<file path="src/rtl/div_pkg.sv">
// Shared definitions for the divide controller: state encoding, watchdog default
// and the {remainder, quotient} slice positions of the divider result.
package div_pkg;

  typedef enum logic [1:0] {
    IDLE   = 2'd0,
    BUSY   = 2'd1,
    DONE   = 2'd2,
    CANCEL = 2'd3
  } div_state_e;

  localparam int DIV_MAX_CYCLES = 40;
  localparam int CANCEL_CYCLES  = 2;

  localparam int HI_MSB = 63;
  localparam int HI_LSB = 32;
  localparam int LO_MSB = 31;
  localparam int LO_LSB = 0;

  // Width of a counter able to hold the value n.
  function automatic int cnt_width(input int n);
    return (n < 2) ? 1 : $clog2(n + 1);
  endfunction

endpackage

</file>
<file path="src/rtl/div_ctrl_if.sv">
// Bundle of the EX-stage request, divider handshake and HI/LO result signals.
// slave is the controller's view; master is the view of the surrounding pipeline.
interface div_ctrl_if;

  logic        ex_div_i;
  logic        ex_signed_i;
  logic [31:0] ex_opa_i;
  logic [31:0] ex_opb_i;
  logic        flush_i;
  logic [63:0] div_result_i;
  logic        div_success_i;

  logic        div_start_o;
  logic        div_cancel_o;
  logic        div_signed_o;
  logic [31:0] div_opa_o;
  logic [31:0] div_opb_o;
  logic        stall_o;
  logic        hilo_we_o;
  logic [31:0] hi_o;
  logic [31:0] lo_o;
  logic        timeout_o;
  logic        zero_trap_o;

  modport slave (
    input  ex_div_i, ex_signed_i, ex_opa_i, ex_opb_i, flush_i,
           div_result_i, div_success_i,
    output div_start_o, div_cancel_o, div_signed_o, div_opa_o, div_opb_o,
           stall_o, hilo_we_o, hi_o, lo_o, timeout_o, zero_trap_o
  );

  modport master (
    output ex_div_i, ex_signed_i, ex_opa_i, ex_opb_i, flush_i,
           div_result_i, div_success_i,
    input  div_start_o, div_cancel_o, div_signed_o, div_opa_o, div_opb_o,
           stall_o, hilo_we_o, hi_o, lo_o, timeout_o, zero_trap_o
  );

endinterface

</file>
<file path="src/rtl/div_wdog.sv">
// Watchdog counter: counts enabled cycles since the last clear and flags the
// cycle in which the count reaches limit.
module div_wdog #(
  parameter int W = 6
) (
  input  logic         clk,
  input  logic         rst,
  input  logic         clear,
  input  logic         enable,
  input  logic [W-1:0] limit,
  output logic         expire
);

  logic [W-1:0] cnt;

  // cnt holds the number of earlier enabled cycles, so the limit-th cycle sees limit-1.
  assign expire = enable && !clear && (cnt == limit - 1'b1);

  always_ff @(posedge clk or posedge rst) begin
    if (rst) begin
      cnt <= '0;
    end else if (clear) begin
      cnt <= '0;
    end else if (enable && !expire) begin
      cnt <= cnt + 1'b1;
    end
  end

endmodule

</file>
<file path="src/rtl/div_ctrl.sv">
// Multi-cycle divide controller between EX and an external divider.
// Optional macro DIV_CTRL_ZERO_TRAP_EN traps zero divisors instead of issuing them.
module div_ctrl
  import div_pkg::*;
#(
  parameter int MAX_CYCLES = DIV_MAX_CYCLES
) (
  input logic       clk,
  input logic       rst,
  div_ctrl_if.slave bus
);

  localparam int             WD_W     = cnt_width(MAX_CYCLES);
  localparam logic [WD_W-1:0] WD_LIMIT = WD_W'(MAX_CYCLES);
  localparam logic [1:0]     CANCEL_LAST = 2'(CANCEL_CYCLES - 1);

  div_state_e  state, state_nxt;
  logic [1:0]  cancel_cnt;
  logic        signed_q;
  logic [31:0] opa_q, opb_q;
  logic [31:0] hi_q, lo_q;

  logic accept, zero_div, wd_expire;
  logic stall, start, cancel, hilo_we, timeout, load_op, load_hilo;

  // Reset has to win over a same-cycle request so every output reads 0 in reset.
  assign accept = !rst && (state == IDLE) && bus.ex_div_i && !bus.flush_i;

`ifdef DIV_CTRL_ZERO_TRAP_EN
  logic zero_trap_q;

  assign zero_div = (bus.ex_opb_i == '0);

  always_ff @(posedge clk or posedge rst) begin
    if (rst) zero_trap_q <= 1'b0;
    else     zero_trap_q <= accept && zero_div;
  end

  assign bus.zero_trap_o = zero_trap_q;
`else
  assign zero_div        = 1'b0;
  assign bus.zero_trap_o = 1'b0;
`endif

  div_wdog #(
    .W (WD_W)
  ) u_wdog (
    .clk    (clk),
    .rst    (rst),
    .clear  (state != BUSY),
    .enable (state == BUSY),
    .limit  (WD_LIMIT),
    .expire (wd_expire)
  );

  always_ff @(posedge clk or posedge rst) begin
    if (rst) begin
      state      <= IDLE;
      cancel_cnt <= '0;
    end else begin
      state      <= state_nxt;
      cancel_cnt <= (state == CANCEL) ? cancel_cnt + 1'b1 : '0;
    end
  end

  always_comb begin
    state_nxt = state;
    stall     = 1'b0;
    start     = 1'b0;
    cancel    = 1'b0;
    hilo_we   = 1'b0;
    timeout   = 1'b0;
    load_op   = 1'b0;
    load_hilo = 1'b0;
    case (state)
      IDLE: begin
        if (accept) begin
          stall   = 1'b1;
          load_op = 1'b1;
          if (!zero_div) state_nxt = BUSY;
        end
      end
      BUSY: begin
        stall = 1'b1;
        start = 1'b1;
        // A flush kills the divide even when the result arrives in the same cycle.
        if (bus.flush_i) begin
          state_nxt = CANCEL;
        end else if (bus.div_success_i) begin
          load_hilo = 1'b1;
          state_nxt = DONE;
        end else if (wd_expire) begin
          timeout   = 1'b1;
          state_nxt = CANCEL;
        end
      end
      DONE: begin
        hilo_we   = 1'b1;
        stall     = bus.ex_div_i;
        state_nxt = IDLE;
      end
      CANCEL: begin
        cancel = 1'b1;
        stall  = bus.ex_div_i;
        if (cancel_cnt == CANCEL_LAST) state_nxt = IDLE;
      end
      default: state_nxt = IDLE;
    endcase
  end

  always_ff @(posedge clk or posedge rst) begin
    if (rst) begin
      signed_q <= 1'b0;
      opa_q    <= '0;
      opb_q    <= '0;
    end else if (load_op) begin
      signed_q <= bus.ex_signed_i;
      opa_q    <= bus.ex_opa_i;
      opb_q    <= bus.ex_opb_i;
    end
  end

  always_ff @(posedge clk or posedge rst) begin
    if (rst) begin
      hi_q <= '0;
      lo_q <= '0;
    end else if (load_hilo) begin
      hi_q <= bus.div_result_i[HI_MSB:HI_LSB];
      lo_q <= bus.div_result_i[LO_MSB:LO_LSB];
    end
  end

  assign bus.stall_o      = stall;
  assign bus.div_start_o  = start;
  assign bus.div_cancel_o = cancel;
  assign bus.div_signed_o = signed_q;
  assign bus.div_opa_o    = opa_q;
  assign bus.div_opb_o    = opb_q;
  assign bus.hilo_we_o    = hilo_we;
  assign bus.hi_o         = hi_q;
  assign bus.lo_o         = lo_q;
  assign bus.timeout_o    = timeout;

endmodule

</file>
<file path="src/flat_wrapper.sv">
// flat-port wrapper written by rule: the top's interface ports become plain ports
module div_ctrl_flat import div_pkg::*;
#(
  parameter int MAX_CYCLES = DIV_MAX_CYCLES
)
  (clk, rst, bus_ex_div_i, bus_ex_signed_i, bus_ex_opa_i, bus_ex_opb_i, bus_flush_i, bus_div_result_i, bus_div_success_i, bus_div_start_o, bus_div_cancel_o, bus_div_signed_o, bus_div_opa_o, bus_div_opb_o, bus_stall_o, bus_hilo_we_o, bus_hi_o, bus_lo_o, bus_timeout_o, bus_zero_trap_o);
  div_ctrl_if bus_i ();
  input logic clk;
  input logic rst;
  input wire logic [$bits(bus_i.ex_div_i)-1:0] bus_ex_div_i;
  input wire logic [$bits(bus_i.ex_signed_i)-1:0] bus_ex_signed_i;
  input wire logic [$bits(bus_i.ex_opa_i)-1:0] bus_ex_opa_i;
  input wire logic [$bits(bus_i.ex_opb_i)-1:0] bus_ex_opb_i;
  input wire logic [$bits(bus_i.flush_i)-1:0] bus_flush_i;
  input wire logic [$bits(bus_i.div_result_i)-1:0] bus_div_result_i;
  input wire logic [$bits(bus_i.div_success_i)-1:0] bus_div_success_i;
  output wire logic [$bits(bus_i.div_start_o)-1:0] bus_div_start_o;
  output wire logic [$bits(bus_i.div_cancel_o)-1:0] bus_div_cancel_o;
  output wire logic [$bits(bus_i.div_signed_o)-1:0] bus_div_signed_o;
  output wire logic [$bits(bus_i.div_opa_o)-1:0] bus_div_opa_o;
  output wire logic [$bits(bus_i.div_opb_o)-1:0] bus_div_opb_o;
  output wire logic [$bits(bus_i.stall_o)-1:0] bus_stall_o;
  output wire logic [$bits(bus_i.hilo_we_o)-1:0] bus_hilo_we_o;
  output wire logic [$bits(bus_i.hi_o)-1:0] bus_hi_o;
  output wire logic [$bits(bus_i.lo_o)-1:0] bus_lo_o;
  output wire logic [$bits(bus_i.timeout_o)-1:0] bus_timeout_o;
  output wire logic [$bits(bus_i.zero_trap_o)-1:0] bus_zero_trap_o;
  assign bus_i.ex_div_i = bus_ex_div_i;
  assign bus_i.ex_signed_i = bus_ex_signed_i;
  assign bus_i.ex_opa_i = bus_ex_opa_i;
  assign bus_i.ex_opb_i = bus_ex_opb_i;
  assign bus_i.flush_i = bus_flush_i;
  assign bus_i.div_result_i = bus_div_result_i;
  assign bus_i.div_success_i = bus_div_success_i;
  assign bus_div_start_o = bus_i.div_start_o;
  assign bus_div_cancel_o = bus_i.div_cancel_o;
  assign bus_div_signed_o = bus_i.div_signed_o;
  assign bus_div_opa_o = bus_i.div_opa_o;
  assign bus_div_opb_o = bus_i.div_opb_o;
  assign bus_stall_o = bus_i.stall_o;
  assign bus_hilo_we_o = bus_i.hilo_we_o;
  assign bus_hi_o = bus_i.hi_o;
  assign bus_lo_o = bus_i.lo_o;
  assign bus_timeout_o = bus_i.timeout_o;
  assign bus_zero_trap_o = bus_i.zero_trap_o;
  div_ctrl #(.MAX_CYCLES(MAX_CYCLES)) u_core (.clk(clk), .rst(rst), .bus(bus_i));
endmodule
</file>
<file path="config.mk">
export PLATFORM = sky130hd
export DESIGN_NAME = div_ctrl_flat
export DESIGN_NICKNAME = d
export VERILOG_FILES = /design/src/rtl/div_pkg.sv /design/src/rtl/div_ctrl_if.sv /design/src/rtl/div_wdog.sv /design/src/rtl/div_ctrl.sv /design/src/flat_wrapper.sv
export SDC_FILE = /design/constraint.sdc
export NUM_CORES = 1
export LEC_CHECK = 0
export BUFFER_PORTS_ARGS = -buffer_cell sky130_fd_sc_hd__buf_2
export CORE_MARGIN = 10
export CORE_UTILIZATION = 40
export CTS_BUF_LIST = sky130_fd_sc_hd__clkbuf_8
export CTS_CLUSTER_SIZE = 24
export DETAILED_ROUTE_END_ITERATION = 8
export GPL_TIMING_DRIVEN = 0
export PLACE_DENSITY_LB_ADDON = 0.2
export SYNTH_ARGS = -nofsm -noshare
export SYNTH_HDL_FRONTEND = slang
export SYNTH_SLANG_ARGS = --single-unit
</file>
<file path="constraint.sdc">
create_clock -name clk -period 5.2 [get_ports clk]
set_clock_uncertainty 0.2 [all_clocks]
set_input_delay 0 -clock clk [delete_from_list [all_inputs] [get_ports clk]]
set_output_delay 0 -clock clk [all_outputs]
set_load 0.005 [all_outputs]
</file>
Word level (Yosys, flattened, before mapping)
Cells that the tools add are included.
{"block": "word_totals", "ff_bits": 139, "inputBits": 134, "wordCells": 55, "output_inout_bits": 135}
{"block": "op_classes", "mux": 22, "reduce_logical": 14, "addsub": 2, "n_eq_ne": 9}
{"operator": "1-bit 2-to-1 mux", "count": 12}
{"operator": "2-bit 2-to-1 mux", "count": 6}
{"operator": "6-bit 2-to-1 mux", "count": 2}
{"operator": "2-bit case mux with 4 select lines", "count": 1}
{"operator": "6-bit by 1-bit adder with 6-bit output, second input constant", "count": 1}
{"operator": "6-bit == test, second input constant", "count": 1}
{"operator": "1-bit logical AND", "count": 6}
{"operator": "2-bit by 1-bit == test with 1-bit output, second input constant", "count": 2}
{"operator": "2-bit == test, second input constant", "count": 2}
{"operator": "1-bit logical NOT", "count": 4}
{"operator": "2-bit by 1-bit != test with 1-bit output, second input constant", "count": 2}
{"operator": "4-bit by 3-bit != test with 1-bit output, second input constant", "count": 1}
{"operator": "1-bit case mux with 3 select lines", "count": 1}
{"operator": "3-bit AND reduction", "count": 1}
{"operator": "2-bit by 1-bit adder with 2-bit output, second input constant", "count": 1}
{"operator": "2-bit logical NOT", "count": 1}
{"operator": "2-bit != test, second input constant", "count": 1}
{"operator": "2-bit nonzero test", "count": 1}
{"operator": "2-bit OR reduction", "count": 1}

Logic depth before layout (Yosys ltp)
{"block": "depth", "depth_word": 8, "depth_mapped": 6, "mapped_depth_nobuf": 5}

Hierarchy
Synthesis repeated with hierarchy kept, for this count alone.
{"block": "hier_totals", "hier_cells": 365, "hier_area_um2": 6079.6}
{"module": "div_ctrl", "area_per_inst_um2": 5496.5, "seq_area_each_um2": 3328.2, "n_inst": 1, "cells_each": 303}
{"module": "div_wdog", "area_per_inst_um2": 583.1, "seq_area_each_um2": 150.1, "n_inst": 1, "cells_each": 62}

Least setup slack after synthesis
OpenSTA, ideal clock, no wires.
{"block": "synth_path", "path_kind": "register to register", "startpoint": "reg u_core.state[1]", "endpoint": "reg u_core.hi_q[0], in the netlist u_core.bus.hi_o[0]", "path_slack_ns": 3.338, "n_path_buf": 3, "required_ns": 4.875, "path_stages_with_launch": 7, "arrival_time_ns": 1.537, "synth_period_minus_slack_ns": 1.862, "setup_ns": 0.125, "cell_sequence": "dfrtp_1 -> nand2b_1 -> buf_6 -> nor3b_2 -> buf_6 -> buf_12 -> mux2_4"}
{"block": "synth_between", "elab_chain_cells": 2}
{"element": "start, declared", "line_no": "div_ctrl.sv:17", "source": "div_state_e state, state_nxt;"}
{"element": "start signal, assigned", "line_no": "div_ctrl.sv:61", "source": "state <= state_nxt;"}
{"element": "2-bit by 1-bit == test with 1-bit output", "line_no": "div_ctrl.sv:75", "source": "case (state)"}
{"element": "1-bit 2-to-1 mux", "line_no": "div_ctrl.sv:75"}
{"element": "end signal, assigned", "line_no": "div_ctrl.sv:128", "source": "hi_q <= bus.div_result_i[HI_MSB:HI_LSB];"}
{"element": "end, declared", "line_no": "div_ctrl.sv:21", "source": "logic [31:0] hi_q, lo_q;"}
No other way between the ends.
A chain may end at the register's enable or synchronous reset.

Worst setup path after layout
{"block": "layout_path", "startpoint": "reg u_core.state[1]", "endpoint": "reg u_core.lo_q[27], in the netlist u_core.bus.lo_o[27]"}
{"block": "layout_between", "elab_chain_cells": 2}
{"element": "2-bit by 1-bit == test with 1-bit output", "line_no": "div_ctrl.sv:75"}
{"element": "1-bit 2-to-1 mux", "line_no": "div_ctrl.sv:75"}
{"element": "end signal, assigned", "line_no": "div_ctrl.sv:129", "source": "lo_q <= bus.div_result_i[LO_MSB:LO_LSB];"}
{"element": "end, declared", "line_no": "div_ctrl.sv:21"}
No other way between the ends.

==> results.md <==
- Outcome: finished clean
- Final Setup Violations: 0
- Post_cts resized: 0
- Finished Layout Cells: 950
- Largest net degree at the start of global routing: 72
- Final Hold Viols: 0
- Final Slew Violations: 0
- CP Launch Type: flop
- DRC viols: 0
- Top cell by count, worst path: buf_6
- Part of the cycle the worst path needs: 0.469
- Post-route ant nets: 0
- Worst Setup End Kind: flop
- CTS Buf Count: 17
- Clock Sinks: 139
- Row count: 43
- Post-Syn Area: 5620 sq um
- Gate count after technology mapping: 333
- #FFs+latches synth: 139
- Nets: 894
- H-Tree Level Count: 4
- Clk_lat worst skew: 440 ps
- Power Total: 4.36 mW
- CP peak stage delay: 550 ps
- Worst-case clock buffer depth: 2
- Yosys warns: 0
- # IOs: 269
- Slew @ Worst Pin: 648 ps
- Hold Path Class: in -> async
- TritonRoute pass-1 iters: 4
- CTS tree: built
- Initial antenna violation count: 0
- Post-layout min period: 2440 ps
- RSZ-0062 raised after global routing: no
- Total congestion overflow: 0
- CP required: 5320 ps
- Synth cell types: 29
- Area delta synth->final: 59.3%
- Vias in the first global route: 4,976
- Worst path arrival time: 2560 ps
- GRT Overall Usage: 0.173
- Commonest non-fill, non-tap cell in the layout: buf_2
- Worst-path fanout max: 10
- Layout cells sized above 1: 0.581
- Peak VDD IR: 0.310 mV
- Syn Area/Cell: 16.9 sq um
- Worst hold-check slack: 17.2 ps
- Dpl cell area: 7210 sq um
- Dpl cells: 781
- Crit-path slowest cell: dlygate4sd3_1
- Clock transition at path regs: 80 ps
- Design area: 8950 sq um
- Syn Nets: 469
- Initial core utilization: 0.406
- PwrDens: 487 nW/um^2
- Die area: 19,200 sq um
- Port Buf Inserts: 267
- Hpwl dp: 11,700 um
- Placer Congestion: 0.752
- Via count: 4,322
- Most frequent cells in the layout: buf_2 (274), dfrtp_1 (139), dlygate4sd3_1 (138), mux2_2 (69), mux2_4 (60)
- Via density: 4.55
- Part of the Yosys area used for sequential elements: 0.619
- Drt total wl: 16,800 um
- Global-route wire length before repair: 26,700 um
- Peak Freq: 0.410 GHz
- Max-slew headroom: 0.568
- Max capacitance violation total: 0
- Critical-path cell list: nand2b_1 > buf_6 > nor3b_2 > buf_6 > mux2_2 > dlygate4sd3_1
- DRT iter0 DRCs: 134
- # diodes: 0
- Core area: 13,800 sq um
- Root Buffer Master: clkbuf_8
- Post-DR wirelength/cell: 17.6 um
- Leak pwr: 4.45 nW
- Die width: 139 um
- Die Span Y: 139 um
- Worst setup path category: reg -> reg
-- through the flow --
step                       util  setup TNS, ps  setup slack (ps)
after floorplan               -              0              1280
after global placement    0.519         -29090              -219
after detailed placement  0.522              0              3200
after CTS                 0.647              0              2760
after global routing      0.647              0              2670
final                     0.647              0              2760
-- sequential cells by signal, summed over array words and instances, names as in the netlist --
| signal | flops |
|---|---|
| u_core.bus.div_opb_o | 32 |
| u_core.bus.lo_o | 32 |
| u_core.cancel_cnt | 2 |
| u_core.u_wdog.cnt | 6 |
| u_core.bus.div_signed_o | 1 |
| u_core.bus.hi_o | 32 |
| u_core.state | 2 |
| u_core.bus.div_opa_o | 32 |
-- layout make-up --
type                       count  area, sq um
inverter                       4         20.0
clock buffer                  21          289
fill                        1016         4880
clock inverter                10         67.6
tap                          180          225
multi-input combinational    174         1940
buffer                        16          185
sequential                   139         3480
timing repair buffer         406         2750
-- cells by family after synthesis --
family                     count (synthesis)  share of synthesized area
adders and majority gates                  2                    0.00445
DFF                                      139                      0.619
xor gates and xnor gates                   2                    0.00312
buffers and inverters                     20                     0.0356
muxes                                    129                      0.299
and+or+nand+nor                           30                     0.0292
AOI/OAI and AO/OA                         10                    0.00913
other                                      1                   0.000668
-- cell usage after synthesis --
| master | count | share of area |
|---|---|---|
| or3_1 | 1 | 0.0011 |
| mux2_4 | 60 | 0.16 |
| buf_6 | 2 | 0.0040 |
| xor2_1 | 1 | 0.0016 |
| nor2_1 | 4 | 0.0027 |
| buf_2 | 7 | 0.0062 |
| nor2b_1 | 1 | 0.0011 |
| o22ai_1 | 1 | 0.0011 |
| nand3b_1 | 1 | 0.0013 |
| nand3_1 | 4 | 0.0036 |
| nor3_1 | 2 | 0.0018 |
| and3_1 | 1 | 0.0011 |
| nor4_1 | 1 | 0.0011 |
| xnor2_1 | 1 | 0.0016 |
| ha_1 | 2 | 0.0045 |
| or3b_2 | 1 | 0.0016 |
| a21oi_1 | 4 | 0.0036 |
| conb_1 | 1 | 0.00067 |
| o21ai_0 | 5 | 0.0045 |
| nand2b_1 | 1 | 0.0011 |
| inv_1 | 4 | 0.0027 |
| nor3b_1 | 3 | 0.0040 |
| nor3b_2 | 1 | 0.0022 |
| buf_12 | 6 | 0.021 |
| dfrtp_1 | 139 | 0.62 |
| buf_4 | 1 | 0.0013 |
| and2_1 | 1 | 0.0011 |
| mux2_2 | 69 | 0.14 |
| nand2_1 | 8 | 0.0053 |
-- report_power, final --
| part | switching [mW] | total (mW) | leakage (nW) | internal [mW] |
|---|---|---|---|---|
| clock | 0.410 | 0.785 | 0.176 | 0.376 |
| sequential | 0.278 | 1.88 | 1.69 | 1.60 |
| combinational | 0.634 | 1.70 | 2.59 | 1.06 |
-- per-layer routing --
metal	wire length [um]	track usage	vias to the layer above
li1	-	-	2006
met1	6220	0.178	2153
met2	9300	0.321	136
met3	876	0.0493	27
met4	363	0.0738	0
met5	0	0	-
-- final timing paths --
path,startpoint,endpoint,slack (ps),depth (start not counted)
setup / recovery,u_core.state[1]$_DFFE_PP0P_,u_core.bus.lo_o[27]$_DFFE_PP0P_,2760,6
hold / removal,rst,u_core.u_wdog.cnt[3]$_DFFE_PP0P_,20,3
setup reg to reg,u_core.state[1]$_DFFE_PP0P_,u_core.bus.lo_o[27]$_DFFE_PP0P_,2760,6
hold reg to reg,u_core.cancel_cnt[0]$_DFF_PP0_,u_core.cancel_cnt[0]$_DFF_PP0_,240,1
max in group asynchronous,rst,u_core.bus.div_opb_o[30]$_DFFE_PP0P_,4040,4
min in group clk,bus_div_result_i[4],u_core.bus.lo_o[4]$_DFFE_PP0P_,110,3
-- worst max-delay path: cells and delay by family, from the launching register on --
kind                   cells  cell delay (ps)
and+or+nand+nor            2              380
muxes                      1              350
buffers and inverters      3              920
DFF                        1              460
-- repair_timing --
action	in CTS	in global routing
endpoints found under the setup margin	0	0
hold buffers	138	0
setup buffers	0	0
endpoints found under the hold margin	270	0
Note: power is estimated with default switching activity, not from simulation.
